### config.mk
export PLATFORM = sky130hd
export DESIGN_NAME = box_draw_arbiter
export DESIGN_NICKNAME = d
export VERILOG_FILES = /design/src/rtl/box_draw_arbiter.sv
export SDC_FILE = /design/constraint.sdc
export NUM_CORES = 1
export LEC_CHECK = 0
export ABC_AREA = 0
export BUFFER_PORTS_ARGS = -buffer_cell sky130_fd_sc_hd__buf_4
export CORE_MARGIN = 2
export CORE_UTILIZATION = 47
export CTS_CLUSTER_SIZE = 25
export DETAILED_ROUTE_END_ITERATION = 8
export GPL_TIMING_DRIVEN = 0
export PLACE_DENSITY = 0.76
export SYNTH_ARGS = -nofsm -noshare
export SYNTH_HDL_FRONTEND = slang
export SYNTH_SLANG_ARGS = --single-unit
export TNS_END_PERCENT = 30
### constraint.sdc
create_clock -name clk -period 2 [get_ports clk]
set_clock_uncertainty 0.2 [all_clocks]
set_input_delay 0.2 -clock clk [delete_from_list [all_inputs] [get_ports clk]]
set_output_delay 0.2 -clock clk [all_outputs]
set_load 0.02 [all_outputs]
### src/rtl/box_draw_arbiter.sv
// ============================================================================
// box_draw_arbiter: round-robin share of the VGA pixel port between three box
// requesters, expanding each granted box into raster-order pixel writes.
// Revision: 1.0
// ============================================================================
`timescale 1ns/1ps
`default_nettype none

module box_draw_arbiter #(
  parameter int BOX_W = 4,
  parameter int BOX_H = 4,
  parameter int X_MAX = 159,
  parameter int Y_MAX = 119
) (
  input  logic       clk,
  input  logic       reset,
  input  logic [2:0] req,
  input  logic [7:0] x0,
  input  logic [7:0] x1,
  input  logic [7:0] x2,
  input  logic [6:0] y0,
  input  logic [6:0] y1,
  input  logic [6:0] y2,
  input  logic [2:0] c0,
  input  logic [2:0] c1,
  input  logic [2:0] c2,
  output logic [2:0] ack,
  output logic       busy,
  output logic [7:0] vga_x,
  output logic [6:0] vga_y,
  output logic [2:0] vga_colour,
  output logic       vga_plot
);

  localparam logic [2:0] c_DX_LAST = 3'(BOX_W - 1);
  localparam logic [2:0] c_DY_LAST = 3'(BOX_H - 1);
  localparam logic [8:0] c_X_MAX   = 9'(X_MAX);
  localparam logic [7:0] c_Y_MAX   = 8'(Y_MAX);

  typedef enum logic [1:0] {
    S_IDLE = 2'd0,
    S_DRAW = 2'd1,
    S_DONE = 2'd2
  } state_t;

  state_t     r_state;
  logic [1:0] r_last_grant;
  logic [1:0] r_grant;
  logic [7:0] r_bx;
  logic [6:0] r_by;
  logic [2:0] r_bc;
  logic [2:0] r_dx;
  logic [2:0] r_dy;

  logic [1:0] w_win;
  logic [7:0] w_sel_x;
  logic [6:0] w_sel_y;
  logic [2:0] w_sel_c;
  logic [8:0] w_sx;
  logic [7:0] w_sy;
  logic       w_visible;

  // Search starts just after the last winner, so a re-raised request ranks lowest.
  always_comb begin
    w_win = 2'd0;
    case (r_last_grant)
      2'd0: begin
        if (req[1])      w_win = 2'd1;
        else if (req[2]) w_win = 2'd2;
        else             w_win = 2'd0;
      end
      2'd1: begin
        if (req[2])      w_win = 2'd2;
        else if (req[0]) w_win = 2'd0;
        else             w_win = 2'd1;
      end
      default: begin
        if (req[0])      w_win = 2'd0;
        else if (req[1]) w_win = 2'd1;
        else             w_win = 2'd2;
      end
    endcase
  end

  always_comb begin
    w_sel_x = x0;
    w_sel_y = y0;
    w_sel_c = c0;
    case (w_win)
      2'd1: begin
        w_sel_x = x1;
        w_sel_y = y1;
        w_sel_c = c1;
      end
      2'd2: begin
        w_sel_x = x2;
        w_sel_y = y2;
        w_sel_c = c2;
      end
      default: ;
    endcase
  end

  // Wide sums let off-screen pixels be suppressed instead of wrapping around.
  assign w_sx      = 9'(r_bx) + 9'(r_dx);
  assign w_sy      = 8'(r_by) + 8'(r_dy);
  assign w_visible = (w_sx <= c_X_MAX) && (w_sy <= c_Y_MAX);
  assign busy      = (r_state != S_IDLE);

  always_ff @(posedge clk or posedge reset) begin
    if (reset) begin
      r_state      <= S_IDLE;
      r_last_grant <= 2'd2;
      r_grant      <= 2'd0;
      r_bx         <= '0;
      r_by         <= '0;
      r_bc         <= '0;
      r_dx         <= '0;
      r_dy         <= '0;
      ack          <= '0;
      vga_x        <= '0;
      vga_y        <= '0;
      vga_colour   <= '0;
      vga_plot     <= 1'b0;
    end else begin
      case (r_state)
        S_IDLE: begin
          ack      <= '0;
          vga_plot <= 1'b0;
          if (req != 3'b000) begin
            r_grant <= w_win;
            r_bx    <= w_sel_x;
            r_by    <= w_sel_y;
            r_bc    <= w_sel_c;
            r_dx    <= '0;
            r_dy    <= '0;
            r_state <= S_DRAW;
          end
        end
        S_DRAW: begin
          vga_x      <= w_sx[7:0];
          vga_y      <= w_sy[6:0];
          vga_colour <= r_bc;
          vga_plot   <= w_visible;
          if (r_dx == c_DX_LAST) begin
            r_dx <= '0;
            if (r_dy == c_DY_LAST) begin
              ack     <= 3'b001 << r_grant;
              r_state <= S_DONE;
            end else begin
              r_dy <= r_dy + 3'd1;
            end
          end else begin
            r_dx <= r_dx + 3'd1;
          end
        end
        S_DONE: begin
          ack          <= '0;
          vga_plot     <= 1'b0;
          r_last_grant <= r_grant;
          r_state      <= S_IDLE;
        end
        default: begin
          ack      <= '0;
          vga_plot <= 1'b0;
          r_state  <= S_IDLE;
        end
      endcase
    end
  end

endmodule

`default_nettype wire
==> out/summary.txt <==
Status: finished, violations left
Ant diodes: 0
Slew HR: 70.7%
RR Endpoint: vga_plot
Primary FF master, synth: dfrtp_1
Smallest hold slack: 0.0802 ns
Max Slew Vio Count: 0
First-pass GRT wire length: 11900 um
WP data required: 2.00 ns
Die Ht: 82.4 um
Clock Tree Buf Depth: 2
VDD IR max: 0.000796 V
Pwr dens: 1340 nW/um2
Fill cell count: 453
Placed Instance Area: 3620 um2
Crit path kind: flop to flop
Top cells by area, synth: dfrtp_1 44%, nand2_1 8.2%, o21ai_2 4.9%
Chip Width: 82.4 um
Count leader, synth: nand2_1
IO Port Bufs: 81
Final hold vios: 0
Seq/Total Area, Yosys: 45.1%
CTS Buf Count: 5
Dpl ws: -0.218 ns
DRC: 0
FF+latch count, synth: 52
RSZ-0062 raised after global routing: true
Initial core utilization: 48.8%
Number of I/O pins: 82
GR Overflow Total: 0
Area leader, netlist: dfrtp_1
Period minus WS final: 2.09 ns
Synth top area share: 44.2%
CP Launch Type: flop
Nets: 499
First-pass DRT Iterations: 4
Die area: 6780 um2
H-tree levels: 2
Clk_lat worst skew: 0.31 ns
Fmax achieved: 477 MHz
Setup crit end: vga_plot
Period utilization: 105%
Num rows: 28
Largest net degree at the start of global routing: 35
Crit end category: flop
Vias in the first global route: 2557
Tightest Hold Check Type: input port to flop
Synth cell count leaders: 63 x nand2_1, 51 x dfrtp_1, 23 x nor2_1, 23 x o21ai_0, 21 x a21oi_1
Violated checks: setup timing
Worst r2r path cells: 6
WL per Instance: 14.4 um
Fin area: 4120 um2
Area grow syn2layout: 42.7%
Post-synthesis cell count: 315
Final GP Congestion: 0.833
Worst-Margin Slew: 0.438 ns
Post-Syn Area: 2890 um2
Antenna violations before repair: 0
Vias: 2672
Synth Net Count: 387
Post-DP HPWL: 5220 um
CP max FO: 4
Pleak: 0.00193 uW
R2R Setup Slk: -0.09 ns
Root Driver: clkbuf_8
Antenna-violating nets left: 0
GRT Total Usage: 23.0%
Routed wire length: 7240 um
Clock Sinks: 52
Asr flop ratio synth: 100%
Setup WS post-layout: -0.0949 ns
Core Area: 5920 um2
FF-to-FF Start: r_bx[0]
YS warnings: 0
CP Launch Point: r_bx[0]
Number of synthesized flops with an enable pin: 0
TritonCTS clock tree: yes
DRT iter0 DRCs: 137
Layout cells sized above 1: 38.8%
Via/cell ratio: 5.31
Synth unique cells: 45
Crit path DAT: 2.10 ns
Clock Pin Slew Worst Setup and Hold Paths: 0.09 ns
Max-Cap Viols: 0
Final setup vio count: 13
Setup TNS: -0.446 ns
Syn_area_per_cell: 9.16 um2
kinds of logic (layout without fill, tap and decap cells):
logic type               Yosys count  count (layout)  share of synthesized area (%)
XOR/XNOR                          11              11                           3.34
AND/OR/NAND/NOR                  109             109                           16.3
flip-flops                        52              52                           45.1
buffers and inverters             29             142                           5.55
multiplexers                       2               2                          0.910
AO/OA/AOI/OAI                     99              99                           22.7
adder cells (fa/ha/maj)           13              13                           6.16
registers in the layout, indices dropped and copies added, names as in the netlist, 3 cells and up:
signal,cells
vga_y,7
r_by,7
r_dy,3
r_dx,3
vga_colour,3
r_bx,8
vga_x,8
ack,3
r_bc,3
cell type report:
| type | count | area [um2] | share of cell area [%] |
|---|---|---|---|
| clock buffers | 6 | 72.6 | 1.76 |
| plain buffers | 18 | 153 | 3.70 |
| inverters | 9 | 33.8 | 0.820 |
| flip-flops and latches | 52 | 1300 | 31.6 |
| multi-input cells | 234 | 1570 | 38.1 |
| well taps | 75 | 93.8 | 2.28 |
| repair buffers | 107 | 861 | 20.9 |
| clock inverters | 2 | 35.0 | 0.850 |
cell usage in the layout, fill, tap and decap left out, types with 3 or more instances in the layout:
cell type / Yosys / layout
buf_4: 0 / 88
nand2_1: 63 / 62
dfrtp_1: 51 / 51
nor2_1: 23 / 21
o21ai_0: 23 / 19
dlygate4sd3_1: 0 / 19
o21ai_2: 16 / 18
a22oi_1: 18 / 15
a21oi_2: 1 / 15
ha_1: 11 / 8
buf_2: 11 / 7
a21oi_1: 21 / 7
xnor2_1: 7 / 7
inv_1: 9 / 6
buf_6: 5 / 6
clkbuf_8: 0 / 6
o21ai_1: 4 / 5
xor2_1: 4 / 4
nor2b_1: 3 / 3
nor3_1: 3 / 3
or2_1: 3 / 3
a22oi_2: 0 / 3
inv_2: 0 / 3
through the flow:
stage          util (%)  cells  power, uW
6_report           69.6    503       5530
5_1_grt            69.6    503       5980
4_1_cts            68.1    502       5400
3_5_place_dp       61.2    472       4520
3_3_place_gp       60.8    471       4410
2_1_floorplan         -    315       3650
how the worst min path moves through the flow:
stage	end	cells past startpoint	slack, ns	start
after detailed placement	ack[2]	2	0.02	reset
after floorplan	r_bc[0]	2	0.18	c0[0]
after global placement	vga_x[1]	2	0.26	vga_x[1]
final	r_by[6]	5	0.08	y1[6]
after CTS	r_by[6]	5	0.07	y1[6]
after global routing	r_by[6]	5	0.1	y1[6]
critical path: stages (launching register included):
cell and delay [ns]:
dfrtp_1 0.41, ha_2 0.21, fa_2 0.37, or3_4 0.35, o41ai_4 0.22, a311oi_1 0.09, o311a_1 0.15
power breakdown:
group          total, uW  internal, uW  switching [uW]  leakage, uW
logic               2910          1320            1590      0.00122
registers           1910          1520             390     0.000656
clock network        714           372             343    0.0000552
repair_timing:
item,4_1_cts,5_1_grt
setup buffers,3,2
endpoints found under the hold margin,36,0
hold buffers,19,0
gates cloned,1,0
setup endpoints to repair,19,22
pin swaps,1,2
resized for setup,29,18
per-layer routing:
metal / track usage (%) / up-vias / share of wire [%]
met3: 3.48 / 7 / 5.7
met1: 29.3 / 1240 / 45
met5: 0 / - / 0
met4: 7.67 / 0 / 1.2
met2: 39.7 / 104 / 48
li1: - / 1321 / -
No activity file was read; power rests on OpenSTA's default activity.
